$ cat config.mk
export PLATFORM = sky130hd
export DESIGN_NAME = jtframe_mist_rommux
export DESIGN_NICKNAME = d
export VERILOG_FILES = /design/src/rtl/jtframe_rommux_pkg.sv /design/src/rtl/jtframe_rr_arbiter.sv /design/src/rtl/jtframe_mist_rommux.sv
export SDC_FILE = /design/constraint.sdc
export NUM_CORES = 1
export LEC_CHECK = 0
export BUFFER_PORTS_ARGS = -buffer_cell sky130_fd_sc_hd__buf_4
export CAP_MARGIN = 5
export CORE_UTILIZATION = 35
export CTS_CLUSTER_SIZE = 20
export DETAILED_ROUTE_END_ITERATION = 6
export GPL_TIMING_DRIVEN = 0
export PLACE_DENSITY = 0.62
export RECOVER_POWER = 50
export SYNTH_ARGS = -nofsm -noshare
export SYNTH_HDL_FRONTEND = slang
export SYNTH_SLANG_ARGS = --single-unit
$ cat constraint.sdc
create_clock -name clk -period 5.24 [get_ports clk]
set_input_delay 0.262 -clock clk [delete_from_list [all_inputs] [get_ports clk]]
set_output_delay 0.262 -clock clk [all_outputs]
set_load 0.03 [all_outputs]
$ cat src/rtl/jtframe_rommux_pkg.sv
// Shared types and helpers for the MiST ROM read multiplexer.
// FSM state encoding and round-robin pointer arithmetic.
package jtframe_rommux_pkg;

    typedef enum logic [1:0] {
        IDLE,
        ISSUE,
        WAIT,
        DONE
    } rommux_st_t;

    localparam int CH_DEF  = 4;
    localparam int CHW_DEF = $clog2(CH_DEF);

    function automatic int rr_next(input int idx, input int n);
        return (idx + 1) % n;
    endfunction

endpackage

$ cat src/rtl/jtframe_rr_arbiter.sv
// Combinational round-robin picker: first requester at or after ptr.
// The pointer register lives in the parent.
module jtframe_rr_arbiter #(
    parameter int CH  = 4,
    parameter int CHW = $clog2(CH)
)(
    input  logic [CH-1:0]  req,
    input  logic [CHW-1:0] ptr,
    output logic [CH-1:0]  gnt,
    output logic [CHW-1:0] idx,
    output logic           any
);

    logic [CHW-1:0] j;

    always_comb begin
        gnt = '0;
        idx = '0;
        any = 1'b0;
        j   = '0;
        // walk backwards so the requester closest to ptr overwrites last
        for (int k = CH-1; k >= 0; k--) begin
            j = CHW'((int'(ptr) + k) % CH);
            if (req[j]) begin
                gnt    = '0;
                gnt[j] = 1'b1;
                idx    = j;
                any    = 1'b1;
            end
        end
    end

endmodule

$ cat src/rtl/jtframe_mist_rommux.sv
// N-channel round-robin ROM read arbiter in front of the SDRAM controller.
// Optional per-channel one-entry read cache: JTFRAME_ROMMUX_CACHE_EN.
module jtframe_mist_rommux #(
    parameter int CH = 4,
    parameter int AW = 22,
    parameter int DW = 32
)(
    input  logic            clk,
    input  logic            rst_n,
    input  logic            downloading,
    input  logic            loop_rst,
    input  logic [CH-1:0]   ch_req,
    input  logic [CH*AW-1:0] ch_addr,
    output logic [CH-1:0]   ch_ok,
    output logic [DW-1:0]   ch_dout,
    output logic            sdram_req,
    output logic [AW-1:0]   sdram_addr,
    input  logic            sdram_ack,
    input  logic            sdram_rdy,
    input  logic [DW-1:0]   data_read
);
    import jtframe_rommux_pkg::*;

    localparam int CHW = $clog2(CH);

    rommux_st_t     st, st_nx;
    logic [CHW-1:0] ptr, win, gnt_idx;
    logic [CH-1:0]  gnt;
    logic           gnt_any, blocked, fetch_ok, hit_any;
    logic [AW-1:0]  gnt_addr, win_addr;

    assign blocked   = downloading | loop_rst;
    assign sdram_req = (st == ISSUE);

    jtframe_rr_arbiter #(.CH(CH)) u_arb (
        .req (ch_req),
        .ptr (ptr),
        .gnt (gnt),
        .idx (gnt_idx),
        .any (gnt_any)
    );

    always_comb begin
        gnt_addr = '0;
        win_addr = '0;
        for (int i = 0; i < CH; i++) begin
            if (gnt[i])
                gnt_addr = ch_addr[i*AW +: AW];
            if (CHW'(i) == win)
                win_addr = ch_addr[i*AW +: AW];
        end
    end

    // data is only delivered if the client still wants this exact word
    assign fetch_ok = ch_req[win] && (win_addr == sdram_addr) && !downloading;

`ifdef JTFRAME_ROMMUX_CACHE_EN
    logic [CH-1:0]  c_valid, c_hit, hit_gnt;
    logic [AW-1:0]  c_tag  [CH];
    logic [DW-1:0]  c_data [CH];
    logic [CHW-1:0] hit_idx;

    always_comb begin
        c_hit = '0;
        for (int i = 0; i < CH; i++)
            c_hit[i] = ch_req[i] && c_valid[i] &&
                       (ch_addr[i*AW +: AW] == c_tag[i]);
    end

    jtframe_rr_arbiter #(.CH(CH)) u_hit (
        .req (c_hit),
        .ptr (ptr),
        .gnt (hit_gnt),
        .idx (hit_idx),
        .any (hit_any)
    );

    always_ff @(posedge clk) begin
        if (!rst_n || blocked)
            c_valid <= '0;
        else if (st == WAIT && sdram_rdy)
            c_valid[win] <= 1'b1;
        if (st == WAIT && sdram_rdy) begin
            c_tag[win]  <= sdram_addr;
            c_data[win] <= data_read;
        end
    end
`else
    assign hit_any = 1'b0;
`endif

    always_comb begin
        st_nx = st;
        unique case (st)
            IDLE:  if (!blocked && gnt_any && !hit_any) st_nx = ISSUE;
            ISSUE: if (sdram_ack) st_nx = WAIT;
            WAIT:  if (sdram_rdy) st_nx = DONE;
            DONE:  st_nx = IDLE;
            default: st_nx = IDLE;
        endcase
    end

    always_ff @(posedge clk) begin
        if (!rst_n) begin
            st         <= IDLE;
            ptr        <= '0;
            win        <= '0;
            sdram_addr <= '0;
            ch_ok      <= '0;
            ch_dout    <= '0;
        end else begin
            st    <= st_nx;
            ch_ok <= '0;
            if (st == IDLE && !blocked) begin
`ifdef JTFRAME_ROMMUX_CACHE_EN
                if (hit_any) begin
                    ch_ok   <= hit_gnt;
                    ch_dout <= c_data[hit_idx];
                    ptr     <= CHW'(rr_next(int'(hit_idx), CH));
                end else
`endif
                if (gnt_any) begin
                    win        <= gnt_idx;
                    sdram_addr <= gnt_addr;
                    ptr        <= CHW'(rr_next(int'(gnt_idx), CH));
                end
            end
            if (st == WAIT && sdram_rdy && fetch_ok) begin
                ch_ok[win] <= 1'b1;
                ch_dout    <= data_read;
            end
        end
    end

endmodule
**Word-level counts from Yosys, hierarchy flattened**

Index checks and enable logic that the tools add are counted.
Widths: inputs -> output; s select.

- Output and inout bits: 59
- Register bits: 64
- Input port bits: 130
- Word-level logic and storage cells: 93

- $add $sub $neg: 4
- Equal/unequal tests: 10
- $lt $le $gt $ge: 10
- Bitwise logic cells: 1
- Multiplexer cells: 44
- Reductions and logical operators: 18

Operators with widths:

| kind | number |
|---|---|
| $mux 22 | 8 |
| $eq 22x22->1 | 1 |
| $mux 4 | 4 |
| $lt 2x3->1 const B | 5 |
| $mux 1 | 14 |
| $mux 2 | 7 |
| $logic_and 1x1->1 | 11 |
| $bmux 1 s2 | 5 |
| $demux 1 s2 | 5 |
| $ge 2x1->1 const B | 5 |
| $pmux 2 s4 | 1 |
| $add 2x1->2 const B | 2 |
| $add 2x2->2 const B | 2 |
| $eq 2x2->1 const A | 2 |
| $eq 2x2->1 const B | 2 |
| $logic_not 2->1 | 2 |
| $ne 2x2->1 const B | 2 |
| $reduce_and 2->1 | 2 |
| $reduce_and 3->1 | 1 |
| $eq 1x2->1 const A | 1 |
| $eq 2x1->1 const B | 1 |
| $logic_not 1->1 | 2 |
| $ne 2x1->1 const B | 1 |
| $or 1x1->1 | 1 |

**Longest topological paths before layout**

Gate-level depths: netlist of run 1.

- Depth in word-level cells: 13
- Mapped depth: 12

**Modules after synthesis**

Synthesis of run 1 repeated with hierarchy kept, for this count alone.

- Cells, all modules: 518
- Area, all modules: 4529.3 um^2

By module, submodules not included:

| module | cells an instance | instances | area each (um^2) |
|---|---|---|---|
| jtframe_mist_rommux | 457 | 1 | 4020.1 |
| jtframe_rr_arbiter | 61 | 1 | 509.2 |

**Worst setup path after synthesis of run 1**

No wires, ideal clock.

- Path type: register to register
- Start point: register ptr[0]
- End point: register sdram_addr[0]
- Setup slack: 1685 ps
- Library setup time: 142 ps
- Clock period less this slack: 3555 ps
- Stages on the path, launching flop included: 13
- Arrival: 3413 ps
- Path buffers: 4
- Path through: dfxtp_1 -> clkbuf_1 -> buf_1 -> inv_1 -> ha_1 -> clkbuf_1 -> and3b_1 -> o211a_1 -> o21a_1 -> o32ai_1 -> nor2b_1 -> clkbuf_1 -> a311oi_1

- Cells in the longest elaborated chain, start to end: 13
- Elaborated cells between the ends (all ways): 44
- Those cells by class: add/sub (3); order compare (8); mux (28); reduce/logical (5)

Ends and longest elaborated chain:

| what | RTL line | source |
|---|---|---|
| from (decl) | jtframe_mist_rommux.sv:27 | `logic [CHW-1:0] ptr, win, gnt_idx;` |
| from (signal assigned) | jtframe_mist_rommux.sv:125 | `ptr <= CHW'(rr_next(int'(gnt_idx), CH));` |
| $add 2x2->2 | jtframe_rr_arbiter.sv:23 | `j = CHW'((int'(ptr) + k) % CH);` |
| $lt 2x3->1 (implied by the code) / $ge 2x1->1 (equally long branches) | jtframe_rr_arbiter.sv:26 | `gnt[j] = 1'b1;` |
| $logic_and 1x1->1 (implied by the code) | jtframe_rr_arbiter.sv:26 |  |
| $mux 1 (implied by the code) | jtframe_rr_arbiter.sv:26 |  |
| $demux 1 s2 | - |  |
| $mux 4 (4 in a row) | jtframe_rr_arbiter.sv:24 | `if (req[j]) begin` |
| $mux 22 (4 in a row) | jtframe_mist_rommux.sv:47 | `if (gnt[i])` |
| to (signal assigned) | jtframe_mist_rommux.sv:124 | `sdram_addr <= gnt_addr;` |
| to (decl) | jtframe_mist_rommux.sv:17 | `output logic [AW-1:0] sdram_addr,` |

Parallel ways exist; a longest one is shown, timed or not. The select of a mux whose other input is x is not followed.
A chain may end at the register's enable or synchronous reset.

**Worst setup path after layout of run 1**

- Start point: register ptr[0]
- End point: register sdram_addr[13]

Same word-level chain as after synthesis.

==> report_table.html, run 1 <==
<table>
<tr><th>Metric</th><th>Value</th></tr>
<tr><th colspan="2">Run status</th></tr>
<tr><td>Run status</td><td>finished clean</td></tr>
<tr><th colspan="2">Flow run</th></tr>
<tr><td>Count of max-cap constraint violations</td><td>0</td></tr>
<tr><th colspan="2">CTS</th></tr>
<tr><td>Number of clock sinks</td><td>64</td></tr>
<tr><td>Post-CTS setup buffers</td><td>0</td></tr>
<tr><td>Quantity of hold-fixing buffers added after cts</td><td>0</td></tr>
<tr><td>CTS tree</td><td>done</td></tr>
<tr><td>Insertion delay of the later-clocked pin in the worst-skew pair</td><td>0.34 ns</td></tr>
<tr><td>Root buf cell</td><td>sky130_fd_sc_hd__clkbuf_16</td></tr>
<tr><td>Clock slew seen by the registers of the worst setup and hold paths</td><td>0.06 ns</td></tr>
<tr><td>Max clock buf depth</td><td>2</td></tr>
<tr><td>Resized Gates After CTS</td><td>0</td></tr>
<tr><td>CTS Buf Count</td><td>9</td></tr>
<tr><td>Depth of the CTS H-tree</td><td>3</td></tr>
<tr><th colspan="2">Routing</th></tr>
<tr><td>Average vias per placed instance</td><td>5.90</td></tr>
<tr><td>Detailed-route wire length per cell</td><td>19.6 um</td></tr>
<tr><td>Number of nets still failing antenna checks after routing</td><td>0</td></tr>
<tr><td>Vias</td><td>5161</td></tr>
<tr><td>Wire length after detailed routing</td><td>17200 um</td></tr>
<tr><td>DRC Markers</td><td>0</td></tr>
<tr><td>Count of routing violations after the opening detailed-route iteration</td><td>563</td></tr>
<tr><td>Number of search-and-repair iterations in the first detailed-routing pass</td><td>5</td></tr>
<tr><th colspan="2">Timing</th></tr>
<tr><td>Final Max Slew Viols</td><td>0</td></tr>
<tr><td>Maximum clock frequency</td><td>214 MHz</td></tr>
<tr><td>Crit share post-route</td><td>89.0%</td></tr>
<tr><td>Slew Limit Headroom</td><td>43.1%</td></tr>
<tr><td>Hold Violations, Final</td><td>0</td></tr>
<tr><td>Final worst hold slack</td><td>0.185 ns</td></tr>
<tr><td>Count of endpoints failing setup in the final report</td><td>0</td></tr>
<tr><td>Setup tns final</td><td>0 ns</td></tr>
<tr><td>Worst clock skew on the final layout</td><td>0.00498 ns</td></tr>
<tr><td>Min cycle time layout</td><td>4.66 ns</td></tr>
<tr><td>Pin slew with the least headroom to its limit</td><td>0.846 ns</td></tr>
<tr><td>RSZ-0062 raised after global routing</td><td>no</td></tr>
<tr><th colspan="2">Synthesis</th></tr>
<tr><td>Post-Syn Nets</td><td>645</td></tr>
<tr><td>Most common cell in the synthesized netlist</td><td>sky130_fd_sc_hd__dfxtp_1</td></tr>
<tr><td>Leading cell types by count after synthesis</td><td>sky130_fd_sc_hd__dfxtp_1, sky130_fd_sc_hd__a21oi_1, sky130_fd_sc_hd__clkbuf_1</td></tr>
<tr><td>Top post-synthesis cells by area</td><td>sky130_fd_sc_hd__dfxtp_1, sky130_fd_sc_hd__mux4_2, sky130_fd_sc_hd__a21oi_1</td></tr>
<tr><td>Portion of synthesized cell area occupied by the leading cell type</td><td>28.7%</td></tr>
<tr><td>Count of cell types in the netlist</td><td>51</td></tr>
<tr><td>Synthesized instance count</td><td>504</td></tr>
<tr><td>Count of warnings emitted by yosys</td><td>0</td></tr>
<tr><td>Synthesized area per cell</td><td>8.85 um2</td></tr>
<tr><td>Share of the yosys chip area belonging to registers</td><td>28.7%</td></tr>
<tr><td>Dominant cell type by area after synthesis</td><td>sky130_fd_sc_hd__dfxtp_1</td></tr>
<tr><td>Number of flops mapped to enable cells by yosys</td><td>0</td></tr>
<tr><td>Flip-flop and latch count after synthesis</td><td>64</td></tr>
<tr><td>Async set or reset register ratio after synthesis</td><td>0%</td></tr>
<tr><td>Primary flip-flop cell chosen by synthesis mapping</td><td>sky130_fd_sc_hd__dfxtp_1</td></tr>
<tr><td>Netlist Area Pre-Place</td><td>0.00446 mm2</td></tr>
<tr><th colspan="2">Critical path</th></tr>
<tr><td>Largest delay share family, worst path</td><td>buffers and inverters</td></tr>
<tr><td>Critical path capture point type</td><td>register</td></tr>
<tr><td>Startpoint class of the critical path</td><td>register</td></tr>
<tr><td>Worst R2R Start</td><td>ptr[0]$_SDFFE_PN0P_</td></tr>
<tr><td>Critical setup path kind</td><td>reg2reg</td></tr>
<tr><td>Number of buffers and inverters on the critical path</td><td>5</td></tr>
<tr><td>Ordered list of cells on the worst path</td><td>clkbuf_1 -&gt; buf_1 -&gt; inv_1 -&gt; ha_1 -&gt; clkbuf_1 -&gt; and3b_1 -&gt; o211a_1 -&gt; o21a_1 -&gt; o32ai_1 -&gt; nor2b_1 -&gt; clkbuf_1 -&gt; a311oi_1</td></tr>
<tr><td>Number of cells on the critical path</td><td>12</td></tr>
<tr><td>Max incr delay on CP</td><td>0.59 ns</td></tr>
<tr><td>Count of cells along the worst register-to-register path</td><td>12</td></tr>
<tr><td>CP required</td><td>5.43 ns</td></tr>
<tr><td>Worst reg2reg endpoint</td><td>sdram_addr[13]$_SDFFE_PN0P_</td></tr>
<tr><td>End of the critical path</td><td>sdram_addr[13]$_SDFFE_PN0P_</td></tr>
<tr><td>Maximum fanout encountered on the critical timing path</td><td>10</td></tr>
<tr><td>Cell with the biggest individual delay on the critical path</td><td>sky130_fd_sc_hd__o32ai_1</td></tr>
<tr><td>Cell with the most instances on the worst path</td><td>sky130_fd_sc_hd__clkbuf_1</td></tr>
<tr><td>Data arrival time at the worst-slack endpoint</td><td>4.85 ns</td></tr>
<tr><td>Critical path startpoint</td><td>ptr[0]$_SDFFE_PN0P_</td></tr>
<tr><td>Setup slack, reg-to-reg</td><td>0.58 ns</td></tr>
<tr><th colspan="2">GRT</th></tr>
<tr><td>Antenna violations before repair</td><td>0</td></tr>
<tr><td>First-pass GRT wire length</td><td>26300 um</td></tr>
<tr><td>Vias in the first global route</td><td>4949</td></tr>
<tr><td>Remaining Overflow, GRT</td><td>0</td></tr>
<tr><td>GR Util All Layers</td><td>25.9%</td></tr>
<tr><td>Largest net degree at the start of global routing</td><td>13</td></tr>
<tr><th colspan="2">Pwr</th></tr>
<tr><td>Total net switching power</td><td>880 uW</td></tr>
<tr><td>Ratio of total power to cell area</td><td>359 mW/mm2</td></tr>
<tr><td>Gate power share</td><td>43.4%</td></tr>
<tr><td>Part of the power in the clock network</td><td>30.1%</td></tr>
<tr><td>Max IR drop VDD</td><td>0.145 mV</td></tr>
<tr><td>Static leakage power</td><td>0.00216 uW</td></tr>
<tr><td>Internal power</td><td>1340 uW</td></tr>
<tr><td>Sequential share of power</td><td>26.5%</td></tr>
<tr><td>Switching share of power</td><td>39.6%</td></tr>
<tr><th colspan="2">Floorplan</th></tr>
<tr><td>Standard-cell row count</td><td>40</td></tr>
<tr><td>Total Die Area</td><td>0.0132 mm2</td></tr>
<tr><td>Die outline width</td><td>115 um</td></tr>
<tr><td>Number of top-level pins</td><td>189</td></tr>
<tr><td>Die extent in y</td><td>115 um</td></tr>
<tr><td>Placeable Area</td><td>0.0122 mm2</td></tr>
<tr><td>Initial standard-cell utilization of the core</td><td>36.5%</td></tr>
<tr><th colspan="2">Final layout</th></tr>
<tr><td>Antenna diode count</td><td>0</td></tr>
<tr><td>Final net count</td><td>843</td></tr>
<tr><td>Area delta synth-&gt;final</td><td>38.7%</td></tr>
<tr><td>Post-layout instance area</td><td>0.00618 mm2</td></tr>
<tr><td>Non-Filler Instances</td><td>875</td></tr>
<tr><td>Share of post-route cells with drive strength above 1</td><td>27.6%</td></tr>
<tr><th colspan="2">Place</th></tr>
<tr><td>Number of buffer cells added on primary ports</td><td>187</td></tr>
<tr><td>Weighted congestion reported at the end of routability-driven placement</td><td>0.902</td></tr>
<tr><td>Detailed-placement wirelength estimate</td><td>13100 um</td></tr>
<tr><td>Placed Cells</td><td>859</td></tr>
<tr><td>Cell Area, Placed</td><td>0.00607 mm2</td></tr>
<tr><th colspan="2">Min path</th></tr>
<tr><td>Classification of the worst-slack hold path</td><td>in2reg</td></tr>
</table>
-- power groups by stage --
| stage | Sequential, uW | Clock (uW) | Combinational [uW] |
|---|---|---|---|
| 2_1_floorplan | 659 | 0 | 579 |
| 3_3_place_gp | 598 | 0 | 974 |
| 3_5_place_dp | 599 | 0 | 986 |
| 4_1_cts | 590 | 681 | 990 |
| 5_1_grt | 595 | 702 | 1030 |
| 6_report | 589 | 668 | 965 |
-- sequential cells by signal (all words and copies together) (netlist names) --
name / cells
win: 2
ch_dout: 32
ptr: 2
st: 2
ch_ok: 4
sdram_addr: 22
-- cell families after synthesis --
kind of cell	Yosys count	share of synthesized area, %
AOI/OAI and AO/OA	171	26.0
and+or+nand+nor	131	16.1
buffers and inverters	66	6.42
DFF	64	28.7
muxes	40	15.6
xor gates and xnor gates	21	4.12
adders and majority gates	11	3.09
-- cells in the final DEF, fill, tap and decap left out, types with 3 or more instances in the layout --
cell type	netlist	layout
sky130_fd_sc_hd__buf_4	0	128
sky130_fd_sc_hd__clkbuf_1	37	96
sky130_fd_sc_hd__dfxtp_1	64	64
sky130_fd_sc_hd__a21oi_1	43	43
sky130_fd_sc_hd__nand3_1	35	35
sky130_fd_sc_hd__o21ai_0	34	34
sky130_fd_sc_hd__nand2_1	31	31
sky130_fd_sc_hd__nor3_1	24	24
sky130_fd_sc_hd__mux4_2	23	23
sky130_fd_sc_hd__o211ai_1	23	23
sky130_fd_sc_hd__o221ai_1	22	22
sky130_fd_sc_hd__a311oi_1	22	22
sky130_fd_sc_hd__xnor2_1	21	21
sky130_fd_sc_hd__inv_1	13	13
sky130_fd_sc_hd__mux2i_1	11	11
sky130_fd_sc_hd__ha_1	11	11
sky130_fd_sc_hd__buf_2	10	10
sky130_fd_sc_hd__clkbuf_16	0	9
sky130_fd_sc_hd__nand4_1	8	8
sky130_fd_sc_hd__nor2_1	8	8
sky130_fd_sc_hd__mux2_2	6	6
sky130_fd_sc_hd__o21ai_1	6	6
sky130_fd_sc_hd__nand2b_1	4	4
sky130_fd_sc_hd__buf_1	3	3
sky130_fd_sc_hd__and4_1	3	3
sky130_fd_sc_hd__o31ai_1	3	3
sky130_fd_sc_hd__a31o_2	3	3
-- routing by layer --
metal	up-vias	GRT usage (%)	wire, um
met5	-	0	0
met4	0	10.1	463
met3	44	7.96	1850
met2	332	43.4	8020
met1	2412	30.9	6850
li1	2373	-	-
-- through the flow --
step | util, % | total power (uW) | setup WS (ns)
after floorplan | - | 1240 | 1.69
after global placement | 49.7 | 1570 | 0.708
after detailed placement | 49.7 | 1590 | 0.691
after CTS | 52.5 | 2260 | 0.658
after global routing | 50.6 | 2330 | 0.276
final | 50.6 | 2220 | 0.576
-- worst min path at each step --
stage	start	to	slack, ns	cells after the start
after floorplan	data_read[0]	ch_dout[0]$_SDFFE_PN0P_	0.41	2
after CTS	data_read[25]	ch_dout[25]$_SDFFE_PN0P_	0.18	3
after global placement	ch_dout[18]$_SDFFE_PN0P_	ch_dout[18]$_SDFFE_PN0P_	0.46	2
after global routing	data_read[25]	ch_dout[25]$_SDFFE_PN0P_	0.18	3
after detailed placement	ch_dout[26]$_SDFFE_PN0P_	ch_dout[26]$_SDFFE_PN0P_	0.47	2
final	data_read[26]	ch_dout[26]$_SDFFE_PN0P_	0.18	3
-- cell type report --
cell class | instances | area (um2)
fill | 1254 | 6030
multi-input combinational | 374 | 2890
sequential | 64 | 1280
timing repair buffer | 187 | 1180
clock buffer | 10 | 239
buffer | 53 | 238
tap | 168 | 210
clock inverter | 6 | 92.6
inverter | 13 | 48.8
-- worst reg2reg max path: cells and delay by family, from the launching register on --
family	cells	cell delay, ns
and+or+nand+nor	2	0.62
buffers and inverters	5	1.80
DFF	1	0.52
AOI/OAI and AO/OA	4	1.21
adders and majority gates	1	0.35
No activity file was read; power rests on OpenSTA's default activity.
==> run 2: changes to the inputs <==
--- a/config.mk
+++ b/config.mk
@@ -7,11 +7,11 @@
 export LEC_CHECK = 0
 export BUFFER_PORTS_ARGS = -buffer_cell sky130_fd_sc_hd__buf_4
 export CAP_MARGIN = 5
-export CORE_UTILIZATION = 35
+export CORE_UTILIZATION = 53
 export CTS_CLUSTER_SIZE = 20
 export DETAILED_ROUTE_END_ITERATION = 6
 export GPL_TIMING_DRIVEN = 0
-export PLACE_DENSITY = 0.62
+export PLACE_DENSITY = 0.87
 export RECOVER_POWER = 50
 export SYNTH_ARGS = -nofsm -noshare
 export SYNTH_HDL_FRONTEND = slang
==> run 2 against run 1 <==
Clock skew increased by 0.010 ns; wire length decreased by 6.9%; first-iteration DRC count decreased by 37%; clock power decreased by 26%; via count increased by 2.8%; count of clock-buffer cells in the layout decreased by 1; hold slack got worse by 0.0070 ns; non-clock buffer count unchanged; power decreased by 8.2%; worst setup slack got worse by 0.0031 ns; sequential power about the same; critical path depth unchanged.
==> report_table.html, run 2 (synthesis gave the netlist of run 1 again) <==
<table>
<tr><th>Metric</th><th>Value</th></tr>
<tr><th colspan="2">CTS</th></tr>
<tr><td>CTS Buf Count</td><td>9 (unchanged)</td></tr>
<tr><td>Post-CTS setup buffers</td><td>0 (unchanged)</td></tr>
<tr><td>Quantity of hold-fixing buffers added after cts</td><td>0 (unchanged)</td></tr>
<tr><td>Max clock buf depth</td><td>2 (unchanged)</td></tr>
<tr><td>Insertion delay of the later-clocked pin in the worst-skew pair</td><td>0.34 ns (about the same)</td></tr>
<tr><td>Clock slew seen by the registers of the worst setup and hold paths</td><td>0.08 ns (was 0.06 ns)</td></tr>
<tr><td>Number of clock sinks</td><td>64 (unchanged)</td></tr>
<tr><td>Depth of the CTS H-tree</td><td>3 (unchanged)</td></tr>
<tr><td>Root buf cell</td><td>sky130_fd_sc_hd__clkbuf_8 (was sky130_fd_sc_hd__clkbuf_16)</td></tr>
<tr><td>CTS tree</td><td>done (unchanged)</td></tr>
<tr><td>Resized Gates After CTS</td><td>0 (unchanged)</td></tr>
<tr><th colspan="2">Pwr</th></tr>
<tr><td>Max IR drop VDD</td><td>0.187 mV (was 0.145 mV)</td></tr>
<tr><td>Static leakage power</td><td>0.00212 uW (was 0.00216 uW)</td></tr>
<tr><td>Total design power</td><td>2040 uW (was 2220 uW)</td></tr>
<tr><td>Ratio of total power to cell area</td><td>340 mW/mm2 (was 359 mW/mm2)</td></tr>
<tr><th colspan="2">Floorplan</th></tr>
<tr><td>Number of top-level pins</td><td>189 (unchanged)</td></tr>
<tr><td>Total Die Area</td><td>0.00879 mm2 (was 0.0132 mm2)</td></tr>
<tr><td>Die outline width</td><td>93.7 um (was 115 um)</td></tr>
<tr><td>Placeable Area</td><td>0.00818 mm2 (was 0.0122 mm2)</td></tr>
<tr><td>Die extent in y</td><td>93.7 um (was 115 um)</td></tr>
<tr><td>Standard-cell row count</td><td>33 (was 40)</td></tr>
<tr><td>Initial standard-cell utilization of the core</td><td>54.6% (was 36.5%)</td></tr>
<tr><th colspan="2">Final layout</th></tr>
<tr><td>Non-Filler Instances</td><td>812 (was 875)</td></tr>
<tr><td>Number of flip-flops in the largest register</td><td>32 (unchanged)</td></tr>
<tr><td>Register with the most flip-flops</td><td>ch_dout (unchanged)</td></tr>
<tr><td>Commonest cells after routing, fill and taps aside</td><td>sky130_fd_sc_hd__buf_4, sky130_fd_sc_hd__clkbuf_1, sky130_fd_sc_hd__dfxtp_1, sky130_fd_sc_hd__a21oi_1, sky130_fd_sc_hd__nand3_1 (unchanged)</td></tr>
<tr><td>Antenna diode count</td><td>0 (unchanged)</td></tr>
<tr><td>Most common cell after layout, fill and taps aside</td><td>sky130_fd_sc_hd__buf_4 (unchanged)</td></tr>
<tr><td>Share of post-route cells with drive strength above 1</td><td>27.6% (unchanged)</td></tr>
<tr><td>Area delta synth-&gt;final</td><td>34.5% (was 38.7%)</td></tr>
<tr><td>Final net count</td><td>843 (unchanged)</td></tr>
<tr><td>Top flop regs</td><td>ch_dout x32, sdram_addr x22, ch_ok x4 (unchanged)</td></tr>
<tr><td>Core occupancy in the finished layout</td><td>73.4% (was 50.6%)</td></tr>
<tr><td>Fillers</td><td>689 (was 1254)</td></tr>
<tr><td>Area taken by flip-flops and latches</td><td>0.00128 mm2 (unchanged)</td></tr>
<tr><td>Multi-input gate area in the final layout</td><td>0.00289 mm2 (unchanged)</td></tr>
<tr><th colspan="2">Timing</th></tr>
<tr><td>Worst clock skew on the final layout</td><td>0.0154 ns (was 0.00498 ns)</td></tr>
<tr><td>Crit share post-route</td><td>89.1% (was 89.0%)</td></tr>
<tr><td>Pin slew with the least headroom to its limit</td><td>0.893 ns (was 0.846 ns)</td></tr>
<tr><td>Maximum clock frequency</td><td>214 MHz (about the same)</td></tr>
<tr><td>Setup tns final</td><td>0 ns (unchanged)</td></tr>
<tr><td>Slew Limit Headroom</td><td>39.9% (was 43.1%)</td></tr>
<tr><td>RSZ-0062 raised after global routing</td><td>no (unchanged)</td></tr>
<tr><td>Count of endpoints failing setup in the final report</td><td>0 (unchanged)</td></tr>
<tr><td>Final Worst Setup Slack</td><td>0.573 ns (was 0.576 ns)</td></tr>
<tr><td>Min cycle time layout</td><td>4.67 ns (was 4.66 ns)</td></tr>
<tr><td>Hold Violations, Final</td><td>0 (unchanged)</td></tr>
<tr><td>Final Max Slew Viols</td><td>0 (unchanged)</td></tr>
<tr><th colspan="2">GRT</th></tr>
<tr><td>Largest net degree at the start of global routing</td><td>14 (was 13)</td></tr>
<tr><td>First-pass GRT wire length</td><td>24300 um (was 26300 um)</td></tr>
<tr><td>GR Util All Layers</td><td>35.2% (was 25.9%)</td></tr>
<tr><td>Remaining Overflow, GRT</td><td>0 (unchanged)</td></tr>
<tr><td>Vias in the first global route</td><td>5055 (was 4949)</td></tr>
<tr><td>Antenna violations before repair</td><td>0 (unchanged)</td></tr>
<tr><th colspan="2">Place</th></tr>
<tr><td>Weighted congestion reported at the end of routability-driven placement</td><td>0.984 (was 0.902)</td></tr>
<tr><td>Detailed-placement wirelength estimate</td><td>12200 um (was 13100 um)</td></tr>
<tr><td>Number of buffer cells added on primary ports</td><td>187 (unchanged)</td></tr>
<tr><td>Post-placement worst setup slack</td><td>0.704 ns (was 0.691 ns)</td></tr>
<tr><td>Placed Cells</td><td>796 (was 859)</td></tr>
<tr><th colspan="2">Critical path</th></tr>
<tr><td>Critical path capture point type</td><td>register (unchanged)</td></tr>
<tr><td>Data arrival time at the worst-slack endpoint</td><td>4.84 ns (was 4.85 ns)</td></tr>
<tr><td>Startpoint class of the critical path</td><td>register (unchanged)</td></tr>
<tr><td>Critical setup path kind</td><td>reg2reg (unchanged)</td></tr>
<tr><td>CP required</td><td>5.42 ns (was 5.43 ns)</td></tr>
<tr><td>Maximum fanout encountered on the critical timing path</td><td>10 (unchanged)</td></tr>
<tr><th colspan="2">Routing</th></tr>
<tr><td>Vias</td><td>5307 (was 5161)</td></tr>
<tr><td>DRC Markers</td><td>0 (unchanged)</td></tr>
<tr><td>Count of routing violations after the opening detailed-route iteration</td><td>353 (was 563)</td></tr>
<tr><td>Wire length after detailed routing</td><td>16000 um (was 17200 um)</td></tr>
<tr><td>Detailed-route wire length per cell</td><td>19.7 um (was 19.6 um)</td></tr>
<tr><td>Average vias per placed instance</td><td>6.54 (was 5.90)</td></tr>
<tr><td>Number of nets still failing antenna checks after routing</td><td>0 (unchanged)</td></tr>
<tr><td>Number of search-and-repair iterations in the first detailed-routing pass</td><td>5 (unchanged)</td></tr>
<tr><th colspan="2">Min path</th></tr>
<tr><td>Classification of the worst-slack hold path</td><td>in2reg (unchanged)</td></tr>
<tr><th colspan="2">Flow run</th></tr>
<tr><td>Count of max-cap constraint violations</td><td>0 (unchanged)</td></tr>
<tr><th colspan="2">Run status</th></tr>
<tr><td>Run status</td><td>finished clean (unchanged)</td></tr>
</table>
run 2: changes by cell type in the layout (fill, tap and decap cells not counted), sizes merged:
cell and change:
clkinvlp -2, inv +2, clkbuf -1, clkinv +1
run 2: per-layer routing:
metal  track usage (%)  wire, um
met1              40.2      5810
met4              16.3       553
met5                 0         0
met3              7.93      1800
met2              61.9      7820
run 2: metrics by stage:
stage / cell area, um2 / hold slack (ns)
2_1_floorplan: 4460 / 0.414
3_3_place_gp: 6000 / 0.457
3_5_place_dp: 6000 / 0.468
4_1_cts: 6220 / 0.177
5_1_grt: 6000 / 0.181
6_report: 6000 / 0.178
run 2: critical path: stages, from the launching register on:
cell,delay [ns]
sky130_fd_sc_hd__dfxtp_1,0.53
sky130_fd_sc_hd__clkbuf_1,0.40
sky130_fd_sc_hd__buf_1,0.39
sky130_fd_sc_hd__inv_1,0.23
sky130_fd_sc_hd__ha_1,0.35
sky130_fd_sc_hd__clkbuf_1,0.24
sky130_fd_sc_hd__and3b_1,0.28
sky130_fd_sc_hd__o211a_1,0.25
sky130_fd_sc_hd__o21a_1,0.18
sky130_fd_sc_hd__o32ai_1,0.58
sky130_fd_sc_hd__nor2b_1,0.34
sky130_fd_sc_hd__clkbuf_1,0.49
sky130_fd_sc_hd__a311oi_1,0.22
run 2: cell type report:
class | count | share of cell area (%)
multi-input cells | 374 | 48.2
flip-flops and latches | 64 | 21.4
repair buffers | 187 | 19.7
plain buffers | 53 | 3.96
well taps | 105 | 2.19
clock buffers | 9 | 2.06
clock inverters | 7 | 1.71
inverters | 13 | 0.813
run 2: worst paths after layout:
kind | cells past startpoint | start | slack [ns] | to
worst min-delay path | 3 | data_read[21] | 0.18 | ch_dout[21]$_SDFFE_PN0P_
worst min register to register | 2 | ch_dout[28]$_SDFFE_PN0P_ | 0.48 | ch_dout[28]$_SDFFE_PN0P_
worst max-delay path | 12 | ptr[0]$_SDFFE_PN0P_ | 0.57 | sdram_addr[19]$_SDFFE_PN0P_
worst max register to register | 12 | ptr[0]$_SDFFE_PN0P_ | 0.57 | sdram_addr[19]$_SDFFE_PN0P_
run 2: where the power goes:
part | switching [uW] | internal (uW)
Sequential | 52.7 | 536
Combinational | 587 | 374
Clock | 217 | 274
==> run 3: changes to the inputs <==
--- a/config.mk
+++ b/config.mk
@@ -11,8 +11,10 @@
 export CTS_CLUSTER_SIZE = 20
 export DETAILED_ROUTE_END_ITERATION = 6
 export GPL_TIMING_DRIVEN = 0
+export MAX_ROUTING_LAYER = met4
 export PLACE_DENSITY = 0.87
 export RECOVER_POWER = 50
 export SYNTH_ARGS = -nofsm -noshare
 export SYNTH_HDL_FRONTEND = slang
 export SYNTH_SLANG_ARGS = --single-unit
+export TNS_END_PERCENT = 30
==> run 3 against run 2 <==
Clock skew up 0.0040 ns; cell count unchanged; first-iteration DRC count up 29%; combinational power about the same; global-route usage up 1.2 points; sequential power about the same.
==> report_table.html, run 3 (synthesis gave the netlist of run 1 again) <==
<table>
<tr><th>Metric</th><th>Value</th></tr>
<tr><th colspan="2">Place</th></tr>
<tr><td>Detailed-placement wirelength estimate</td><td>12100 um (was 12200 um)</td></tr>
<tr><td>Post-placement worst setup slack</td><td>0.653 ns (was 0.704 ns)</td></tr>
<tr><td>Number of buffer cells added on primary ports</td><td>187 (unchanged)</td></tr>
<tr><td>Weighted congestion reported at the end of routability-driven placement</td><td>0.998 (was 0.984)</td></tr>
<tr><th colspan="2">CTS</th></tr>
<tr><td>Insertion delay of the later-clocked pin in the worst-skew pair</td><td>0.35 ns (was 0.34 ns)</td></tr>
<tr><td>Depth of the CTS H-tree</td><td>3 (unchanged)</td></tr>
<tr><td>Root buf cell</td><td>sky130_fd_sc_hd__clkbuf_8 (unchanged)</td></tr>
<tr><td>Resized Gates After CTS</td><td>0 (unchanged)</td></tr>
<tr><td>Post-CTS setup buffers</td><td>0 (unchanged)</td></tr>
<tr><td>Clock slew seen by the registers of the worst setup and hold paths</td><td>0.09 ns (was 0.08 ns)</td></tr>
<tr><td>CTS tree</td><td>done (unchanged)</td></tr>
<tr><td>Quantity of hold-fixing buffers added after cts</td><td>0 (unchanged)</td></tr>
<tr><td>Max clock buf depth</td><td>2 (unchanged)</td></tr>
<tr><td>CTS Buf Count</td><td>9 (unchanged)</td></tr>
<tr><td>Number of clock sinks</td><td>64 (unchanged)</td></tr>
<tr><th colspan="2">Timing</th></tr>
<tr><td>Worst clock skew on the final layout</td><td>0.0194 ns (was 0.0154 ns)</td></tr>
<tr><td>Setup tns final</td><td>0 ns (unchanged)</td></tr>
<tr><td>RSZ-0062 raised after global routing</td><td>no (unchanged)</td></tr>
<tr><td>Slew Limit Headroom</td><td>39.9% (about the same)</td></tr>
<tr><td>Hold Violations, Final</td><td>0 (unchanged)</td></tr>
<tr><td>Crit share post-route</td><td>90.1% (was 89.1%)</td></tr>
<tr><td>Min cycle time layout</td><td>4.72 ns (was 4.67 ns)</td></tr>
<tr><td>Count of endpoints failing setup in the final report</td><td>0 (unchanged)</td></tr>
<tr><td>Pin slew with the least headroom to its limit</td><td>0.893 ns (about the same)</td></tr>
<tr><td>Maximum clock frequency</td><td>212 MHz (was 214 MHz)</td></tr>
<tr><td>Final Worst Setup Slack</td><td>0.520 ns (was 0.573 ns)</td></tr>
<tr><td>Final Max Slew Viols</td><td>0 (unchanged)</td></tr>
<tr><th colspan="2">Critical path</th></tr>
<tr><td>Setup slack, reg-to-reg</td><td>0.52 ns (was 0.57 ns)</td></tr>
<tr><td>Data arrival time at the worst-slack endpoint</td><td>4.90 ns (was 4.84 ns)</td></tr>
<tr><td>Maximum fanout encountered on the critical timing path</td><td>10 (unchanged)</td></tr>
<tr><td>Critical path capture point type</td><td>register (unchanged)</td></tr>
<tr><td>Startpoint class of the critical path</td><td>register (unchanged)</td></tr>
<tr><td>Worst reg2reg endpoint</td><td>sdram_addr[19]$_SDFFE_PN0P_ (unchanged)</td></tr>
<tr><td>Critical setup path kind</td><td>reg2reg (unchanged)</td></tr>
<tr><td>Count of cells along the worst register-to-register path</td><td>12 (unchanged)</td></tr>
<tr><td>Worst R2R Start</td><td>ptr[0]$_SDFFE_PN0P_ (unchanged)</td></tr>
<tr><td>CP required</td><td>5.42 ns (about the same)</td></tr>
<tr><th colspan="2">GRT</th></tr>
<tr><td>Vias in the first global route</td><td>5028 (was 5055)</td></tr>
<tr><td>GR Util All Layers</td><td>36.3% (was 35.2%)</td></tr>
<tr><td>Antenna violations before repair</td><td>0 (unchanged)</td></tr>
<tr><td>Largest net degree at the start of global routing</td><td>14 (unchanged)</td></tr>
<tr><td>Remaining Overflow, GRT</td><td>0 (unchanged)</td></tr>
<tr><td>First-pass GRT wire length</td><td>24300 um (about the same)</td></tr>
<tr><th colspan="2">Min path</th></tr>
<tr><td>Hold path start</td><td>data_read[21] (unchanged)</td></tr>
<tr><td>Classification of the worst-slack hold path</td><td>in2reg (unchanged)</td></tr>
<tr><td>Hold endpoint</td><td>ch_dout[21]$_SDFFE_PN0P_ (unchanged)</td></tr>
<tr><td>Hold Crit Depth</td><td>3 (unchanged)</td></tr>
<tr><th colspan="2">Floorplan</th></tr>
<tr><td>Die extent in y</td><td>93.7 um (unchanged)</td></tr>
<tr><td>Die outline width</td><td>93.7 um (unchanged)</td></tr>
<tr><td>Placeable Area</td><td>0.00818 mm2 (unchanged)</td></tr>
<tr><td>Total Die Area</td><td>0.00879 mm2 (unchanged)</td></tr>
<tr><td>Number of top-level pins</td><td>189 (unchanged)</td></tr>
<tr><td>Standard-cell row count</td><td>33 (unchanged)</td></tr>
<tr><td>Initial standard-cell utilization of the core</td><td>54.6% (unchanged)</td></tr>
<tr><th colspan="2">Routing</th></tr>
<tr><td>DRC Markers</td><td>0 (unchanged)</td></tr>
<tr><td>Detailed-route wire length per cell</td><td>19.6 um (was 19.7 um)</td></tr>
<tr><td>Vias</td><td>5390 (was 5307)</td></tr>
<tr><td>Count of routing violations after the opening detailed-route iteration</td><td>456 (was 353)</td></tr>
<tr><td>Number of search-and-repair iterations in the first detailed-routing pass</td><td>5 (unchanged)</td></tr>
<tr><td>Number of nets still failing antenna checks after routing</td><td>0 (unchanged)</td></tr>
<tr><td>Average vias per placed instance</td><td>6.64 (was 6.54)</td></tr>
<tr><td>Wire length after detailed routing</td><td>16000 um (about the same)</td></tr>
<tr><th colspan="2">Pwr</th></tr>
<tr><td>Ratio of total power to cell area</td><td>347 mW/mm2 (was 340 mW/mm2)</td></tr>
<tr><td>Max IR drop VDD</td><td>0.168 mV (was 0.187 mV)</td></tr>
<tr><td>Gate power share</td><td>45.8% (was 47.1%)</td></tr>
<tr><td>Sequential share of power</td><td>28.2% (was 28.9%)</td></tr>
<tr><td>Switching share of power</td><td>41.1% (was 42.0%)</td></tr>
<tr><td>Internal power</td><td>1230 uW (was 1180 uW)</td></tr>
<tr><td>Part of the power in the clock network</td><td>26.0% (was 24.0%)</td></tr>
<tr><td>Total net switching power</td><td>859 uW (was 856 uW)</td></tr>
<tr><td>Static leakage power</td><td>0.00213 uW (was 0.00212 uW)</td></tr>
<tr><th colspan="2">Final layout</th></tr>
<tr><td>Area delta synth-&gt;final</td><td>35.1% (was 34.5%)</td></tr>
<tr><td>Register with the most flip-flops</td><td>ch_dout (unchanged)</td></tr>
<tr><td>Number of flip-flops in the largest register</td><td>32 (unchanged)</td></tr>
<tr><td>Most common cell after layout, fill and taps aside</td><td>sky130_fd_sc_hd__buf_4 (unchanged)</td></tr>
<tr><td>Antenna diode count</td><td>0 (unchanged)</td></tr>
<tr><td>Fillers</td><td>669 (was 689)</td></tr>
<tr><td>Final net count</td><td>843 (unchanged)</td></tr>
<tr><td>Commonest cells after routing, fill and taps aside</td><td>sky130_fd_sc_hd__buf_4, sky130_fd_sc_hd__clkbuf_1, sky130_fd_sc_hd__dfxtp_1, sky130_fd_sc_hd__a21oi_1, sky130_fd_sc_hd__nand3_1 (unchanged)</td></tr>
<tr><td>Top flop regs</td><td>ch_dout x32, sdram_addr x22, ch_ok x4 (unchanged)</td></tr>
<tr><td>Share of post-route cells with drive strength above 1</td><td>27.6% (unchanged)</td></tr>
<tr><th colspan="2">Flow run</th></tr>
<tr><td>Count of max-cap constraint violations</td><td>0 (unchanged)</td></tr>
<tr><th colspan="2">Run status</th></tr>
<tr><td>Run status</td><td>finished clean (unchanged)</td></tr>
</table>
run 3: worst max-delay path, cell delays in order, from the launching register on:
cell and delay (ns):
sky130_fd_sc_hd__dfxtp_1 0.55, sky130_fd_sc_hd__clkbuf_1 0.41, sky130_fd_sc_hd__buf_1 0.38, sky130_fd_sc_hd__inv_1 0.22
sky130_fd_sc_hd__ha_1 0.34, sky130_fd_sc_hd__clkbuf_1 0.37, sky130_fd_sc_hd__nor3b_1 0.14, sky130_fd_sc_hd__o211a_1 0.26
sky130_fd_sc_hd__o21a_1 0.18, sky130_fd_sc_hd__o32ai_1 0.61, sky130_fd_sc_hd__nor2b_1 0.35, sky130_fd_sc_hd__clkbuf_1 0.51
sky130_fd_sc_hd__a311oi_1 0.21
run 3: per-stage QoR:
step / hold slack, ns / std cells / power (uW) / utilization (%) / cell area, um2
2_1_floorplan: 0.414 / 504 / 1240 / - / 4460
3_5_place_dp: 0.471 / 796 / 1570 / 73.3 / 6000
4_1_cts: 0.178 / 812 / 2100 / 76.4 / 6250
5_1_grt: 0.182 / 812 / 2180 / 73.7 / 6030
6_report: 0.176 / 812 / 2090 / 73.7 / 6030
3_3_place_gp: 0.457 / 796 / 1540 / 73.3 / 6000
run 3: area by class of cell:
type	instances	area (um2)	share of cell area [%]
sequential	64	1280	21.3
tap	105	131	2.18
clock buffer	9	124	2.06
timing repair buffer	187	1180	19.6
multi-input combinational	374	2890	48.0
clock inverter	7	128	2.12
buffer	53	238	3.95
inverter	13	48.8	0.810
run 3: worst max-delay path by stage:
stage	start	endpoint	depth (start not counted)
2_1_floorplan	ptr[0]$_SDFFE_PN0P_	sdram_addr[0]$_SDFFE_PN0P_	12
3_3_place_gp	ptr[0]$_SDFFE_PN0P_	sdram_addr[8]$_SDFFE_PN0P_	12
3_5_place_dp	ptr[0]$_SDFFE_PN0P_	sdram_addr[19]$_SDFFE_PN0P_	12
4_1_cts	ptr[0]$_SDFFE_PN0P_	sdram_addr[19]$_SDFFE_PN0P_	12
5_1_grt	ptr[0]$_SDFFE_PN0P_	sdram_addr[19]$_SDFFE_PN0P_	12
6_report	ptr[0]$_SDFFE_PN0P_	sdram_addr[19]$_SDFFE_PN0P_	12
run 3: power groups by stage:
stage | Combinational [uW] | Clock, uW | Sequential (uW)
after detailed placement | 965 | 0 | 600
after floorplan | 579 | 0 | 659
after CTS | 970 | 545 | 589
final | 958 | 544 | 589
after global placement | 947 | 0 | 597
after global routing | 1020 | 563 | 595
run 3: layer usage:
layer	track usage, %	wire length, um	vias to the layer above
met5	-	0	-
met2	60.3	7600	417
met4	17.6	641	0
met1	42.0	5890	2518
met3	7.04	1820	88
li1	-	-	2367
